### src/rtl/structs.sv
// Types shared by the CDB arbiter and its snoopers (LSQ, ROB, reservation stations).
package structs_pkg;
    localparam int ROB_W    = 4;
    localparam int RESULT_W = 32;

    typedef struct packed {
        logic [ROB_W-1:0]    dest_ROB_entry;
        logic [RESULT_W-1:0] result;
        logic                load_step1;
    } CDB_packet_t;

    typedef struct packed {
        logic [ROB_W-1:0]    rob;
        logic [RESULT_W-1:0] result;
        logic                load_step1;
    } cdb_entry_t;

    localparam logic [ROB_W-1:0] ROB_NONE = '0;
endpackage

### src/rtl/cdb_arbiter_if.sv
// Producer-side handshake and CDB broadcast bundle for cdb_arbiter.
interface cdb_arbiter_if
    import structs_pkg::*;
#(
    parameter int NUM_SRC = 3
) ();
    logic [NUM_SRC-1:0]               src_valid;
    logic [NUM_SRC-1:0]               src_ready;
    logic [NUM_SRC-1:0][ROB_W-1:0]    src_rob;
    logic [NUM_SRC-1:0][RESULT_W-1:0] src_result;
    logic [NUM_SRC-1:0]               src_load_step1;
    logic                             cdb_valid;
    CDB_packet_t                      cdb_out;

    modport master (
        output src_valid, src_rob, src_result, src_load_step1,
        input  src_ready, cdb_valid, cdb_out
    );

    modport slave (
        input  src_valid, src_rob, src_result, src_load_step1,
        output src_ready, cdb_valid, cdb_out
    );
endinterface

### src/rtl/cdb_src_fifo.sv
// Per-producer result buffer; occupancy count separates full from empty.
module cdb_src_fifo
    import structs_pkg::*;
#(
    parameter int DEPTH = 2
) (
    input  logic       clk,
    input  logic       reset,
    input  logic       flush,
    input  logic       push,
    input  cdb_entry_t push_data,
    input  logic       pop,
    output logic       full,
    output logic       empty,
    output cdb_entry_t head
);
    localparam int PW = $clog2(DEPTH);

    cdb_entry_t    mem [DEPTH];
    logic [PW-1:0] rd_ptr;
    logic [PW-1:0] wr_ptr;
    logic [PW:0]   count;
    logic          do_push;
    logic          do_pop;

    assign full    = (count == (PW+1)'(DEPTH));
    assign empty   = (count == '0);
    assign do_push = push && !full;
    assign do_pop  = pop && !empty;
    assign head    = mem[rd_ptr];

    always_ff @(posedge clk or posedge reset) begin
        if (reset) begin
            rd_ptr <= '0;
            wr_ptr <= '0;
            count  <= '0;
        end else if (flush) begin
            rd_ptr <= '0;
            wr_ptr <= '0;
            count  <= '0;
        end else begin
            if (do_push) wr_ptr <= wr_ptr + PW'(1);
            if (do_pop)  rd_ptr <= rd_ptr + PW'(1);
            case ({do_push, do_pop})
                2'b10:   count <= count + (PW+1)'(1);
                2'b01:   count <= count - (PW+1)'(1);
                default: count <= count;
            endcase
        end
    end

    always_ff @(posedge clk) begin
        if (do_push && !flush) mem[wr_ptr] <= push_data;
    end
endmodule

### src/rtl/cdb_arbiter.sv
// Round-robin Common Data Bus arbiter with per-source buffers and a registered output.
// Define CDB_ADDR_PRIORITY_EN to favour heads carrying load/store addresses.
module cdb_arbiter
    import structs_pkg::*;
#(
    parameter int NUM_SRC   = 3,
    parameter int BUF_DEPTH = 2
) (
    input  logic          clk,
    input  logic          reset,
    input  logic          flush,
    cdb_arbiter_if.slave  bus
);
    localparam int SW = $clog2(NUM_SRC);

    logic [NUM_SRC-1:0] full;
    logic [NUM_SRC-1:0] empty;
    logic [NUM_SRC-1:0] push;
    logic [NUM_SRC-1:0] pop;
    logic [NUM_SRC-1:0] head_addr;
    cdb_entry_t         head [NUM_SRC];
    logic [SW-1:0]      rr_ptr;
    logic [SW-1:0]      grant_idx;
    logic               grant_valid;
    logic               cdb_valid_q;
    CDB_packet_t        cdb_out_q;
    cdb_entry_t         win;

    for (genvar i = 0; i < NUM_SRC; i++) begin : g_src
        cdb_entry_t push_data;

        // Tag 0 means "no destination": accepted from the producer but never stored.
        assign push[i]      = bus.src_valid[i] && !full[i] && !flush && (bus.src_rob[i] != ROB_NONE);
        assign pop[i]       = grant_valid && (grant_idx == SW'(i)) && !flush;
        assign head_addr[i] = !empty[i] && head[i].load_step1;
        assign push_data    = '{rob: bus.src_rob[i], result: bus.src_result[i],
                                load_step1: bus.src_load_step1[i]};

        cdb_src_fifo #(.DEPTH(BUF_DEPTH)) u_fifo (
            .clk       (clk),
            .reset     (reset),
            .flush     (flush),
            .push      (push[i]),
            .push_data (push_data),
            .pop       (pop[i]),
            .full      (full[i]),
            .empty     (empty[i]),
            .head      (head[i])
        );
    end

    assign bus.src_ready = ~full;

    always_comb begin
        logic [NUM_SRC-1:0] cand;
        int                 idx;
        cand        = ~empty;
`ifdef CDB_ADDR_PRIORITY_EN
        if (|head_addr) cand = head_addr;
`endif
        grant_valid = 1'b0;
        grant_idx   = '0;
        idx         = 0;
        // Walk backwards so the candidate closest to rr_ptr is the last one written.
        for (int k = NUM_SRC - 1; k >= 0; k--) begin
            idx = (int'(rr_ptr) + k) % NUM_SRC;
            if (cand[idx]) begin
                grant_valid = 1'b1;
                grant_idx   = SW'(idx);
            end
        end
    end

    assign win = head[grant_idx];

    always_ff @(posedge clk or posedge reset) begin
        if (reset) begin
            cdb_valid_q <= 1'b0;
            cdb_out_q   <= '0;
            rr_ptr      <= '0;
        end else if (flush) begin
            cdb_valid_q <= 1'b0;
            cdb_out_q   <= '0;
        end else begin
            cdb_valid_q <= grant_valid;
            cdb_out_q   <= grant_valid ? CDB_packet_t'{win.rob, win.result, win.load_step1} : '0;
            if (grant_valid)
                rr_ptr <= (grant_idx == SW'(NUM_SRC - 1)) ? '0 : grant_idx + SW'(1);
        end
    end

    assign bus.cdb_valid = cdb_valid_q;
    assign bus.cdb_out   = cdb_out_q;

    logic unused_head_addr;
    assign unused_head_addr = ^head_addr;
endmodule

### src/flat_wrapper.sv
// flat-port wrapper written by rule: the top's interface ports become plain ports
module cdb_arbiter_flat import structs_pkg::*;
#(
    parameter int NUM_SRC   = 3,
    parameter int BUF_DEPTH = 2
)
  (clk, reset, flush, bus_src_valid, bus_src_rob, bus_src_result, bus_src_load_step1, bus_src_ready, bus_cdb_valid, bus_cdb_out);
  cdb_arbiter_if #(.NUM_SRC(NUM_SRC)) bus_i ();
  input  logic clk;
  input  logic reset;
  input  logic flush;
  input wire logic [$bits(bus_i.src_valid)-1:0] bus_src_valid;
  input wire logic [$bits(bus_i.src_rob)-1:0] bus_src_rob;
  input wire logic [$bits(bus_i.src_result)-1:0] bus_src_result;
  input wire logic [$bits(bus_i.src_load_step1)-1:0] bus_src_load_step1;
  output wire logic [$bits(bus_i.src_ready)-1:0] bus_src_ready;
  output wire logic [$bits(bus_i.cdb_valid)-1:0] bus_cdb_valid;
  output wire logic [$bits(bus_i.cdb_out)-1:0] bus_cdb_out;
  assign bus_i.src_valid = bus_src_valid;
  assign bus_i.src_rob = bus_src_rob;
  assign bus_i.src_result = bus_src_result;
  assign bus_i.src_load_step1 = bus_src_load_step1;
  assign bus_src_ready = bus_i.src_ready;
  assign bus_cdb_valid = bus_i.cdb_valid;
  assign bus_cdb_out = bus_i.cdb_out;
  cdb_arbiter #(.NUM_SRC(NUM_SRC), .BUF_DEPTH(BUF_DEPTH)) u_core (.clk(clk), .reset(reset), .flush(flush), .bus(bus_i));
endmodule
### config.mk
export PLATFORM = sky130hd
export DESIGN_NAME = cdb_arbiter_flat
export DESIGN_NICKNAME = d
export VERILOG_FILES = /design/src/rtl/structs.sv /design/src/rtl/cdb_arbiter_if.sv /design/src/rtl/cdb_src_fifo.sv /design/src/rtl/cdb_arbiter.sv /design/src/flat_wrapper.sv
export SDC_FILE = /design/constraint.sdc
export NUM_CORES = 1
export LEC_CHECK = 0
export BUFFER_PORTS_ARGS = -buffer_cell sky130_fd_sc_hd__buf_4
export CORE_UTILIZATION = 35
export CTS_CLUSTER_DIAMETER = 80
export DETAILED_ROUTE_END_ITERATION = 6
export GPL_TIMING_DRIVEN = 0
export PLACE_DENSITY_LB_ADDON = 0.2
export SETUP_SLACK_MARGIN = 0.05
export SYNTH_ARGS = -nofsm -noshare
export SYNTH_HDL_FRONTEND = slang
export SYNTH_SLANG_ARGS = --single-unit
### constraint.sdc
create_clock -name clk -period 2.75 [get_ports clk]
set_input_delay 0.275 -clock clk [delete_from_list [all_inputs] [get_ports clk]]
set_output_delay 0.275 -clock clk [all_outputs]
set_load 0.1 [all_outputs]
# Word level (Yosys, flattened, before mapping)
# Memory sizes are Yosys's and may differ from the RTL's.
# Cells that the tools add are included.
# totals
register_bits,52
latch_bits,0
ramBits,222
mem_bits_ro,0
inputBits,117
out_inout_bits,41
word_cells,148
mem_count,3
# op_classes
addsub,15
n_mul,0
div,3
magnitude_cmp,4
n_eq_ne,11
shift,0
muxes,46
bitwise_logic,4
n_reduce_logical,48
# mem_list
memory,words,word_bits,rd,rd_ports_with_merged_regs,write_ports,line_no,text
u_core.g_src[0].u_fifo.mem,2,37,1,0,1,cdb_src_fifo.sv:19,cdb_entry_t mem [DEPTH];
u_core.g_src[1].u_fifo.mem,2,37,1,0,1,cdb_src_fifo.sv:19,
u_core.g_src[2].u_fifo.mem,2,37,1,0,1,cdb_src_fifo.sv:19,
# op_table
op,count
$mux W37,4
$lt A32 B4 Y1 const B,3
$bmux W37 S2,1
$mod A32 B3 Y32 const B,2
$mod A3 B3 Y32 const B,1
$mux W1,28
$logic_and A1 B1 Y1,24
$eq A2 B2 Y1 const B,7
$mux W2,7
$pmux W2 S2,3
$reduce_bool A2 Y1,6
$reduce_bool A4 Y1,3
$reduce_bool A3 Y1,3
$add A2 B1 Y2 const B,4
$eq A2 B1 Y1 const B,4
$logic_not A2 Y1,4
$logic_not A1 Y1,7
$add A1 B1 Y1 const B,6
$bmux W1 S2,3
$not A3 Y3,2
$sub A2 B1 Y2 const B,3
$add A2 B1 Y3 const B,1
$add A2 B2 Y3 const B,1
$ge A3 B3 Y1 const B,1
3 further kinds,3

# Depth between registers and ports, before layout
# Gate-level depths: netlist of run 1.
# depth
word_depth,15
mapped_depth,10
depth_no_buf,8

# Cells and area by module
# Synthesis of run 1 repeated with hierarchy kept, for this count alone.
# unflattened
cells_unflattened,653
area_unflattened_um2,11203.2
# modules_own_cells
mod,instances,cells_per_inst,area_each_um2,seq_area_each_um2
cdb_src_fifo,3,142,2900.3,2322.2
cdb_arbiter,1,227,2502.4,1001.0

# Worst setup path before layout of run 1
# OpenSTA, ideal clock, no wires.
# synth_path
kind,register to register
from,register u_core.g_src[2].u_fifo.count[0]
to,"memory u_core.g_src[2].u_fifo.mem[0][0] in the netlist's numbering, enable pin"
setup_time_ns,0.436
arrival_ns,3.448
required_time_ns,2.314
setup_slack_ns,-1.134
path_stages_with_launch,6
path_buffers,2
synth_period_minus_slack_ns,3.884
cell_sequence,dfrtp_1 > buf_2 > nand2b_1 > and4_1 > clkbuf_1 > nor2b_1
# synth_between
elab_chain_len,9
# synth_rtl
item,line_no,text
from (decl),cdb_src_fifo.sv:22,logic [PW:0] count;
from (signal assigned),cdb_src_fifo.sv:45,2'b10: count <= count + (PW+1)'(1);
from (signal assigned),cdb_src_fifo.sv:46,2'b01: count <= count - (PW+1)'(1);
from (signal assigned),cdb_src_fifo.sv:47,default: count <= count;
$eq A2 B2 Y1 *,cdb_src_fifo.sv:26,assign full = (count == (PW+1)'(DEPTH));
$logic_not A1 Y1 *,"cdb_src_fifo.sv:28, cdb_arbiter.sv:33",
$logic_and A1 B1 Y1 (3 in a row),cdb_arbiter.sv:33,assign push[i] = bus.src_valid[i] && !full[i] && !flush && (bus.src_rob[i] != ROB_NONE);
$logic_and A1 B1 Y1 *,cdb_src_fifo.sv:28,assign do_push = push && !full;
$logic_and A1 B1 Y1 *,cdb_src_fifo.sv:53,if (do_push && !flush) mem[wr_ptr] <= push_data;
$mux W1 *,cdb_src_fifo.sv:53,
$mux W1 (not written as such) *,cdb_src_fifo.sv:53,
to (decl),cdb_src_fifo.sv:19,
# Every way passes the cells marked *; elsewhere a longest branch is shown, timed or not.

# Worst setup path in the final report of run 1
# layout_path
from,register u_core.rr_ptr[0]
to,register u_core.cdb_out_q (netlist bit u_core.bus.cdb_out[29])
# layout_between
elab_chain_len,14
word_cells_on_any_way,26
cone_classes,add/sub: 2; div: 3; mux: 20; bitwise: 1
# layout_rtl
item,line_no,text
from (decl),cdb_arbiter.sv:22,logic [SW-1:0] rr_ptr;
from (signal assigned),cdb_arbiter.sv:88,rr_ptr <= (grant_idx == SW'(NUM_SRC - 1)) ? '0 : grant_idx + SW'(1);
$add A2 B2 Y3,cdb_arbiter.sv:66,idx = (int'(rr_ptr) + k) % NUM_SRC;
$mod A32 B3 Y32,cdb_arbiter.sv:66,
$bmux W1 S2,cdb_arbiter.sv:67,if (cand[idx]) begin
$mux W1 (not written as such) (2 in a row),cdb_arbiter.sv:67,
$mux W2 (3 in a row),cdb_arbiter.sv:67,
$not A2 Y3 (not written as such),cdb_arbiter.sv:74,assign win = head[grant_idx];
$bmux W37 S2,cdb_arbiter.sv:74,
$mux W37 (not written as such) (2 in a row),cdb_arbiter.sv:74,
$mux W37 *,cdb_arbiter.sv:86,"cdb_out_q <= grant_valid ? CDB_packet_t'{win.rob, win.result, win.load_step1} : '0;"
$mux W37 *,cdb_arbiter.sv:81,end else if (flush) begin
to (signal assigned),cdb_arbiter.sv:86,
to (decl),cdb_arbiter.sv:26,CDB_packet_t cdb_out_q;
# Every way passes the cells marked *; elsewhere a longest branch is shown, timed or not. The select of a mux whose other input is x is not followed.
# A chain may end at the register's enable or synchronous reset.

==> results by group, run 1 <==
Yosys
  – Yosys warns: 0
  – Post-synth EDFFs: 222
  – Syn Inst Count: 630
  – Post-synthesis register bit count: 274
  – Avg Cell Area, Syn: 17.1 um^2
  – Count leader, synth: edfxtp_1
  – Post-synth cell types: 48
  – Synth async-reset ratio: 19.0%
  – Sequential fraction of the synthesis area: roughly 74%
  – Dominant cells by area after synthesis: edfxtp_1 (62%), dfrtp_1 (12%), mux2_2 (7.6%)
  – Cell area after synthesis: 0.0108 mm^2
  – Main synth FF type: edfxtp_1
  – Post-synth top area cell: edfxtp_1
  – Yosys top cell area share: 62.0%
  – Post-Syn Nets: 749
  – Commonest cells post-synth: edfxtp_1 (222), mux2i_1 (76), mux2_2 (73)

Clock network
  – H-tree depth: 1
  – CTS buffer count: 31
  – Root Buffer: clkbuf_16
  – Clk Latency, worst-skew pair: around 540 ps
  – CTS tree: yes
  – CTS clk-pin slew, worst paths: 60 ps
  – Clk buf depth: 3
  – Clock Sinks: about 270

STA
  – Final hold violations: 0
  – Fmax: 397 MHz
  – Setup Skew: 13.0 ps
  – Setup slack after layout: 229 ps
  – Worst Max-Slew Pin Slew: 1340 ps
  – Setup TNS: 0 ps
  – Slew headroom: 10.7%
  – Setup violators final: 0
  – RSZ-0062 raised after global routing: false
  – Fin. max-slew vios: 0
  – Hold_ws: 187 ps
  – Crit path time final: 2520 ps
  – Final worst-path cycle share: roughly 92%

Critical path
  – Most used cell, CP: buf_2
  – Crit path largest cell delay: 400 ps
  – Type of element launching the critical path: register
  – Crit Path Class: register to register
  – CP Max Fanout: 10
  – Critical path arrival: 2930 ps
  – CP max stage cell: maj3_1
  – Critical-path cell list: inv_1, ha_1, buf_2, maj3_1, o21ai_4, buf_2, buf_2, a21oi_1
  – CP required: between 3000 and 4000 ps
  – Crit. End Element: register
  – Crit path max-delay family: buffers and inverters
  – R2R setup slack: between 200 and 250 ps
  – Worst Path Buf+Inv: 4

Routing
  – Drt total wl: 25700 um
  – Routed via count: 6421
  – Residual DRC: 0
  – Vias per cell: 4.75
  – ANT nets after route: 0
  – Initial drt markers: 368
  – WL/cell: 19.1 um
  – 1st-pass router iterations: 5

Global routing
  – Antenna violations before repair: 0
  – Global route overflow: 0
  – Vias in the first global route: 6747
  – Pin count of the biggest net entering global routing: 38
  – Tot GR Track Use: 16.5%
  – First-pass GRT wire length: ~39000 um

Floorplanning
  – Core ar.: 0.0300 mm^2
  – DIE AREA: roughly 0.031 mm^2
  – Die W: 177 um
  – Num ports: 158
  – Die Height: 177 um
  – Initial core utilization: approximately 36%
  – Row cnt: 63

Placement
  – Dpl hpwl: 15800 um
  – RD Place Congestion: approximately 0.74
  – # placed instances: 1179
  – DP Area: between 0.01 and 0.015 mm^2
  – Pre-CTS setup slack: -23.1 ps
  – Buffers on Ports: 157

Hold path
  – Worst min path class: input port to register

Power
  – Lkg Pwr: 5.43 nW
  – Peak supply drop: about 0.80 mV
  – PwrDens: 915 mW/mm^2
  – Tot Pwr: 13.5 mW

Cells and area
  – Area Overhead vs Synth: 36.7%
  – Fin nets: 1056
  – Layout cells sized above 1: 33.6%
  – Design area: 0.0147 mm^2
  – Finished Layout Cells: 1351
  – Diodes inserted: 0
  – Multi-input combinational cell area: 0.00262 mm^2
  – Fill cell count: 2605
  – Register Area: 0.00797 mm^2
  – Post-Route Utilization: between 40% and 50%

Run
  – Max-cap viol count: 0

Status
  – Outcome: finished clean
[final cells by class]
type / instances / share of cell area (%)
clock inverters: 13 / 1.18
flip-flops and latches: 274 / 54.2
multi-input cells: 314 / 17.8
plain buffers: 38 / 1.40
inverters: 5 / 0.128
clock buffers: 44 / 5.81
repair buffers: 273 / 16.1
well taps: 390 / 3.32
[cell families (layout without fill, tap and decap cells)]
logic type	after synthesis	in the layout	share of synthesized area (%)
compound gates	109	109	5.74
xor+xnor	5	5	0.407
fa+ha+maj	3	3	0.326
buf+inv	43	373	2.02
flops	274	274	74.1
mux	151	151	14.9
simple gates	45	46	2.50
[path summary, 6_finish.rpt]
| path | startpoint | to | cells after the start |
|---|---|---|---|
| setup / recovery | u_core.rr_ptr[0] | u_core.bus.cdb_out[29] | 8 |
| hold / removal | flush | u_core.g_src[2].u_fifo.count[1] | 3 |
| setup reg to reg | u_core.rr_ptr[0] | u_core.bus.cdb_out[29] | 8 |
| hold reg to reg | u_core.g_src[1].u_fifo.count[1] | u_core.g_src[1].u_fifo.count[1] | 1 |
| max in group asynchronous | reset | u_core.bus.cdb_valid | 4 |
| min in group asynchronous | reset | u_core.bus.cdb_out[6] | 3 |
[worst reg2reg max path: cells and delay by family (launching register included)]
family,cells,cell delay (ps)
flops,1,350
buf+inv,4,910
compound gates,2,450
fa+ha+maj,2,680
[layer usage]
layer	wire, um	GRT usage (%)
met1	11900	22.8
met4	492	3.56
met3	1170	2.72
met2	12100	27.4
met5	0	0
[layout by cell type, fill, tap and decap left out, drive strengths merged, types with 6 or more instances in the layout]
cell         netlist  routed
dlygate4sd3        0     112
edfxtp           222     222
o21ai             46      46
a21oi             46      46
mux2i             76      76
mux2              75      75
nor2               8       8
dfrtp             52      52
buf               19     180
nand2              6       6
clkbuf            19      63
clkinv             1       8
[state kept, by name, summed over array words and instances (netlist names)]
| name | flops |
|---|---|
| u_core.rr_ptr | 2 |
| u_core.g_src.u_fifo.count | 6 |
| u_core.bus.cdb_valid | 1 |
| u_core.g_src.u_fifo.mem | 222 |
| u_core.bus.cdb_out | 37 |
| u_core.g_src.u_fifo.wr_ptr | 3 |
| u_core.g_src.u_fifo.rd_ptr | 3 |
[power breakdown]
group          total, mW  switching, mW  leakage (nW)  internal, mW
clock network       4.10           1.57         0.500          2.53
registers           5.05          0.141          2.73          4.91
logic               4.31           2.88          2.20          1.43
total               13.5           4.59          5.43          8.86
[repair_timing]
item / CTS / global route
gates resized for setup: 2 / 8
cloned: 1 / 0
pin swaps: 0 / 1
hold endpoints to repair: 239 / 0
setup buffers: 0 / 2
setup endpoints to repair: 39 / 73
hold buffers: 112 / 0
(Power assumes the default switching activity.)
==> run 2, diff against run 1 <==
Clock period 2.75 ns to 2.2 ns, I/O delays scaled along.
==> run 2 against run 1 <==
  * Critical path depth increased by 3
  * Clock power grew 22%
  * The run now ends with setup timing left
  * Largest power group is now combinational cells
  * Register-to-register slack worse by 260 ps
  * Highest routed layer unchanged
==> results by group, run 2 (same netlist as run 1, synthesis figures left out) <==
Floorplanning
  – Die W: 177 um (unchanged)
  – Row cnt: 63 (unchanged)
  – Core ar.: 0.0300 mm^2 (unchanged)
  – DIE AREA: 0.0314 mm^2 (unchanged)
  – Initial core utilization: 35.9% (unchanged)
  – Num ports: 158 (unchanged)
  – Die Height: 177 um (unchanged)

Routing
  – ANT nets after route: 0 (unchanged)
  – Drt total wl: 27500 um (was 25700 um)
  – 1st-pass router iterations: 4 (was 5)
  – WL/cell: 19.9 um (was 19.1 um)
  – Vias per cell: 4.81 (was 4.75)
  – Residual DRC: 0 (unchanged)
  – Routed via count: 6633 (was 6421)
  – Initial drt markers: 318 (was 368)

Clock network
  – Clk buf depth: 3 (unchanged)
  – CTS tree: yes (unchanged)
  – Clk Latency, worst-skew pair: 540 ps (about the same)
  – Root Buffer: clkbuf_16 (unchanged)
  – CTS clk-pin slew, worst paths: 60 ps (about the same)
  – Clock Sinks: 274 (unchanged)
  – H-tree depth: 1 (unchanged)
  – CTS buffer count: 30 (was 31)

Cells and area
  – Layout cells sized above 1: 40.0% (was 33.6%)
  – Multi-input combinational cell area: 0.00293 mm^2 (was 0.00262 mm^2)
  – Area Overhead vs Synth: 43.4% (was 36.7%)
  – Register Area: 0.00797 mm^2 (unchanged)
  – Fill cell count: 2549 (was 2605)
  – Most frequent cells in the layout: edfxtp_1 (222), buf_4 (175), dlygate4sd3_1 (112), mux2i_1 (76), mux2_2 (59) (was edfxtp_1 (222), buf_4 (158), dlygate4sd3_1 (112), mux2i_1 (76), mux2_2 (73))
  – Diodes inserted: 0 (unchanged)
  – Most common cell after layout, fill and taps aside: edfxtp_1 (unchanged)
  – Post-Route Utilization: 51.5% (was 49.1%)
  – Design area: 0.0154 mm^2 (was 0.0147 mm^2)
  – Biggest register: u_core.g_src.u_fifo.mem (unchanged)
  – Max reg flops: 222 (unchanged)
  – Fin nets: 1083 (was 1056)

STA
  – Fin. max-slew vios: 0 (unchanged)
  – Setup TNS: -61.5 ps (was 0 ps)
  – Setup Skew: 9.47 ps (was 13.0 ps)
  – Final hold violations: 0 (unchanged)
  – Setup slack after layout: -27.0 ps (was 229 ps)
  – Setup violators final: 4 (was 0)
  – Worst Max-Slew Pin Slew: 1020 ps (was 1340 ps)
  – Final worst-path cycle share: 101% (was 91.7%)
  – Crit path time final: 2230 ps (was 2520 ps)
  – Fmax: 449 MHz (was 397 MHz)
  – Hold_ws: 117 ps (was 187 ps)
  – Slew headroom: 31.7% (was 10.7%)
  – RSZ-0062 raised after global routing: true (was false)

Global routing
  – Tot GR Track Use: 17.1% (was 16.5%)
  – Global route overflow: 0 (unchanged)
  – First-pass GRT wire length: 39800 um (was 38900 um)
  – Pin count of the biggest net entering global routing: 53 (was 38)
  – Vias in the first global route: 6970 (was 6747)
  – Antenna violations before repair: 0 (unchanged)

Critical path
  – Worst Path Buf+Inv: 5 (was 4)
  – CP required: 2660 ps (was 3160 ps)
  – Crit path max-delay family: buffers and inverters (unchanged)
  – Crit path largest cell delay: 380 ps (was 400 ps)
  – Type of element launching the critical path: register (unchanged)
  – Most used cell, CP: buf_4 (was buf_2)
  – Crit Path Class: register to register (unchanged)
  – Critical path arrival: 2690 ps (was 2930 ps)
  – CP max stage cell: dfrtp_1 (was maj3_1)
  – Critical-path cell list: buf_6, ha_4, buf_4, nor3_2, o221ai_2, a2bb2oi_2, clkinv_2, buf_4, buf_4, and3_1, nor3_1 (was inv_1, ha_1, buf_2, maj3_1, o21ai_4, buf_2, buf_2, a21oi_1)
  – Crit. End Element: register (unchanged)
  – CP Max Fanout: 5 (was 10)

Placement
  – Buffers on Ports: 157 (unchanged)
  – Dpl hpwl: 15800 um (about the same)
  – RD Place Congestion: 0.772 (was 0.740)
  – DP Area: 0.0125 mm^2 (about the same)
  – Pre-CTS setup slack: -488 ps (was -23.1 ps)

Status
  – Violated checks: setup timing
  – Outcome: complete, but fails checks (was finished clean)

Power
  – Peak supply drop: 0.797 mV (was 0.796 mV)
  – Lkg Pwr: 5.72 nW (was 5.43 nW)
  – PwrDens: 1180 mW/mm^2 (was 915 mW/mm^2)

Hold path
  – Worst min path class: input port to register (unchanged)

Run
  – Max-cap viol count: 0 (unchanged)
run 2: cell types whose count changed in the layout (fill, tap and decap cells not counted), moves of 9 or more:
cell     previous run  this run
buf_4             158       175
a21oi_2             0        26
a21oi_1            46        20
o21ai_1             0        19
mux2_4              0        14
o21ai_0            45        20
mux2_2             73        59
buf_12              2        12
buf_2              14         5
run 2: timing repair:
action | CTS | global route
gates resized for setup | 72 | 65
pin swaps | 10 | 15
endpoints found under the setup margin | 269 | 75
setup buffers | 15 | 9
hold buffers | 112 | 0
hold endpoints to repair | 274 | 0
gates cloned | 4 | 5
run 2: report_power, final:
part / internal [mW] / switching, mW
sequential: 6.13 / 0.192
clock: 3.06 / 1.96
combinational: 2.73 / 4.10
run 2: stage by stage:
step	instances	power [mW]
CTS	1364	17.6
global route	1378	19.0
global placement	1177	11.6
finish	1378	18.2
detailed placement	1177	11.6
floorplan	630	10.1
run 2: worst paths after layout:
| check | start | endpoint | slack (ps) | cells after the start |
|---|---|---|---|---|
| worst max-delay path | u_core.rr_ptr[1] | u_core.g_src[2].u_fifo.count[0] | -30 | 11 |
| worst min-delay path | flush | u_core.g_src[2].u_fifo.count[1] | 120 | 3 |
| worst max register to register | u_core.rr_ptr[1] | u_core.g_src[2].u_fifo.count[0] | -30 | 11 |
| worst min register to register | u_core.rr_ptr[1] | u_core.rr_ptr[1] | 590 | 2 |
| max in group asynchronous | reset | u_core.bus.cdb_out[25] | 1270 | 3 |
| min in group asynchronous | reset | u_core.bus.cdb_out[5] | 400 | 3 |
run 2: layer usage:
layer	share of wire, %	vias up	track usage [%]
li1	-	3101	-
met1	45	3315	22.4
met2	48	170	29.4
met3	4.6	47	2.68
met4	2.7	0	4.49
met5	0	-	0
run 2: cell type report:
class | instances | area share (%)
clock buffer | 45 | 5.63
timing repair buffer | 298 | 17.4
multi-input combinational | 317 | 19.0
clock inverter | 11 | 0.836
tap | 390 | 3.16
inverter | 5 | 0.146
sequential | 274 | 51.7
buffer | 38 | 2.20
run 2: worst min-delay path, stage by stage:
cell and delay, ps:
buf_4 110, inv_1 140, o211a_1 150
==> run 3, diff against run 2 <==
Clock period 2.2 ns to 2.29 ns, I/O delays scaled along.
==> run 3 against run 2 <==
  * The run now ends clean
  * Count of clock-buffer cells in the layout up 4
  * Core utilization down 1.1 points
  * Fmax up 2.6%
  * First-iteration DRC count up 17%
  * Clock skew up 2.3 ps
  * Flip-flop and latch count unchanged
  * Combinational power down 13%
  * Register-to-register slack better by 150 ps
  * Hold slack better by 18 ps
  * Largest cell class unchanged
  * Worst setup slack better by 150 ps
  * Critical path type unchanged
  * Critical path depth down 2
  * Non-clock buffer count down 14
==> results by group, run 3 (same netlist as run 1, synthesis figures left out) <==
Floorplanning
  – Die W: 177 um (unchanged)
  – Initial core utilization: 35.9% (unchanged)
  – Row cnt: 63 (unchanged)
  – DIE AREA: 0.0314 mm^2 (unchanged)
  – Num ports: 158 (unchanged)
  – Die Height: 177 um (unchanged)
  – Core ar.: 0.0300 mm^2 (unchanged)

Clock network
  – Clk Latency, worst-skew pair: 540 ps (about the same)
  – CTS clk-pin slew, worst paths: 60 ps (about the same)
  – CTS buffer count: 30 (unchanged)
  – Clock Sinks: 274 (unchanged)
  – CTS tree: yes (unchanged)
  – Root Buffer: clkbuf_16 (unchanged)
  – Clk buf depth: 3 (unchanged)
  – H-tree depth: 1 (unchanged)

Placement
  – Buffers on Ports: 157 (unchanged)
  – Dpl hpwl: 16000 um (was 15800 um)
  – Pre-CTS setup slack: -428 ps (was -488 ps)
  – RD Place Congestion: 0.774 (was 0.772)
  – # placed instances: 1178 (was 1177)

Global routing
  – Tot GR Track Use: 17.4% (was 17.1%)
  – Vias in the first global route: 6937 (was 6970)
  – Pin count of the biggest net entering global routing: 38 (was 53)
  – First-pass GRT wire length: 40600 um (was 39800 um)
  – Antenna violations before repair: 0 (unchanged)
  – Global route overflow: 0 (unchanged)

Power
  – Lkg Pwr: 5.56 nW (was 5.72 nW)
  – PwrDens: 1120 mW/mm^2 (was 1180 mW/mm^2)
  – Peak supply drop: 0.583 mV (was 0.797 mV)

STA
  – Setup slack after layout: 120 ps (was -27.0 ps)
  – RSZ-0062 raised after global routing: true (unchanged)
  – Worst Max-Slew Pin Slew: 984 ps (was 1020 ps)
  – Crit path time final: 2170 ps (was 2230 ps)
  – Setup violators final: 0 (was 4)
  – Final worst-path cycle share: 94.8% (was 101%)
  – Hold_ws: 135 ps (was 117 ps)
  – Fin. max-slew vios: 0 (unchanged)
  – Fmax: 461 MHz (was 449 MHz)
  – Final hold violations: 0 (unchanged)
  – Setup Skew: 11.7 ps (was 9.47 ps)
  – Slew headroom: 34.4% (was 31.7%)

Status
  – Outcome: finished clean (was complete, but fails checks)

Cells and area
  – Fin nets: 1069 (was 1083)
  – Finished Layout Cells: 1364 (was 1378)
  – Layout cells sized above 1: 36.8% (was 40.0%)
  – Most frequent cells in the layout: edfxtp_1 (222), buf_4 (162), dlygate4sd3_1 (112), mux2i_1 (76), mux2_2 (74) (was edfxtp_1 (222), buf_4 (175), dlygate4sd3_1 (112), mux2i_1 (76), mux2_2 (59))
  – Most common cell after layout, fill and taps aside: edfxtp_1 (unchanged)
  – Biggest register: u_core.g_src.u_fifo.mem (unchanged)
  – Post-Route Utilization: 50.4% (was 51.5%)
  – Area Overhead vs Synth: 40.3% (was 43.4%)
  – Max reg flops: 222 (unchanged)
  – Diodes inserted: 0 (unchanged)
  – Fill cell count: 2556 (was 2549)

Routing
  – Drt total wl: 27500 um (about the same)
  – ANT nets after route: 0 (unchanged)
  – 1st-pass router iterations: 4 (unchanged)
  – Residual DRC: 0 (unchanged)
  – WL/cell: 20.2 um (was 19.9 um)
  – Initial drt markers: 373 (was 318)
  – Routed via count: 6497 (was 6633)
  – Vias per cell: 4.76 (was 4.81)

Hold path
  – Min-delay src: flush (unchanged)
  – Worst min path class: input port to register (unchanged)
  – Hold Path End: u_core.g_src[2].u_fifo.count[1] (unchanged)
  – Hold Path Stages: 3 (unchanged)

Critical path
  – R2r startpoint: u_core.rr_ptr[1] (unchanged)
  – Crit path largest cell delay: 420 ps (was 380 ps)
  – CP max stage cell: dfrtp_1 (unchanged)
  – R2R setup slack: 120 ps (was -30 ps)
  – Crit. End Element: register (unchanged)
  – Most used cell, CP: a21oi_2 (was buf_4)
  – Critical-path cell list: ha_4, buf_6, a211o_1, a21oi_2, o21ai_4, buf_12, clkbuf_4, o21ai_0, a21oi_2 (was buf_6, ha_4, buf_4, nor3_2, o221ai_2, a2bb2oi_2, clkinv_2, buf_4, buf_4, and3_1, nor3_1)
  – CP Max Fanout: 10 (was 5)
  – Worst reg2reg path depth: 9 (was 11)
  – Critical path arrival: 2590 ps (was 2690 ps)
  – CP required: 2710 ps (was 2660 ps)
  – Worst reg2reg endpoint: u_core.bus.cdb_out[11] (was u_core.g_src[2].u_fifo.count[0])
  – Type of element launching the critical path: register (unchanged)
  – Crit Path Class: register to register (unchanged)

Run
  – Max-cap viol count: 0 (unchanged)
==> run 3: repair_timing <==
item | in CTS | in global routing
hold endpoints to repair | 241 | 0
resized for setup | 35 | 58
pin swaps | 3 | 9
endpoints found under the setup margin | 256 | 100
hold buffers | 112 | 0
buffers inserted | 7 | 3
cloned | 3 | 5
==> run 3: power by group <==
part	switching, mW	total, mW	leakage (nW)	internal (mW)
sequential	0.189	6.08	2.73	5.89
clock	1.87	4.82	0.483	2.95
combinational	3.73	5.94	2.35	2.21
==> run 3: how the worst max path moves through the flow <==
stage	start	end	slack, ps	depth (start not counted)
6_report	u_core.rr_ptr[1]	u_core.bus.cdb_out[11]	120	9
4_1_cts	u_core.rr_ptr[0]	u_core.bus.cdb_out[27]	60	9
5_1_grt	u_core.rr_ptr[0]	u_core.bus.cdb_out[11]	10	10
2_1_floorplan	u_core.g_src[0].u_fifo.count[0]	u_core.g_src[0].u_fifo.mem[0][0]	70	4
3_5_place_dp	flush	u_core.g_src[0].u_fifo.mem[0][20]	-430	5
3_3_place_gp	reset	u_core.bus.cdb_out[26]	-440	2
==> run 3: metal layers <==
layer  vias to the layer above  part of all wire (%)  wire length (um)  track usage (%)
li1                       3069                     -                 -                -
met1                      3228                    45             12400             23.5
met2                       169                    48             13300             29.8
met3                        31                   4.8              1320             2.49
met4                         0                   1.7               462             3.74
met5                         -                     0                 0                0
==> run 3: area by class of cell <==
cell class                      count  area (um^2)  area share, %
Sequential cell                   274         7970           52.8
Multi-Input combinational cell    317         2780           18.4
Timing Repair Buffer              284         2550           16.9
Clock buffer                       49          883           5.85
Tap cell                          390          488           3.23
Buffer                             38          290           1.92
Clock inverter                      7          109          0.721
Inverter                            5         21.3          0.141
==> run 3: metrics by stage <==
step | setup TNS, ps | instance area (um^2) | power (mW)
floorplan | 0 | 10800 | 9.72
global placement | -75540 | 12500 | 11.2
detailed placement | -57930 | 12500 | 11.2
CTS | 0 | 14800 | 16.6
global route | 0 | 15100 | 17.6
finish | 0 | 15100 | 16.8
==> run 3: critical path: cells and delay by family, from the launching register on <==
family / cells / cell delay (ps)
buffers and inverters: 3 / 440
flip-flops: 1 / 420
AO/OA/AOI/OAI: 5 / 910
adder cells (fa/ha/maj): 1 / 260
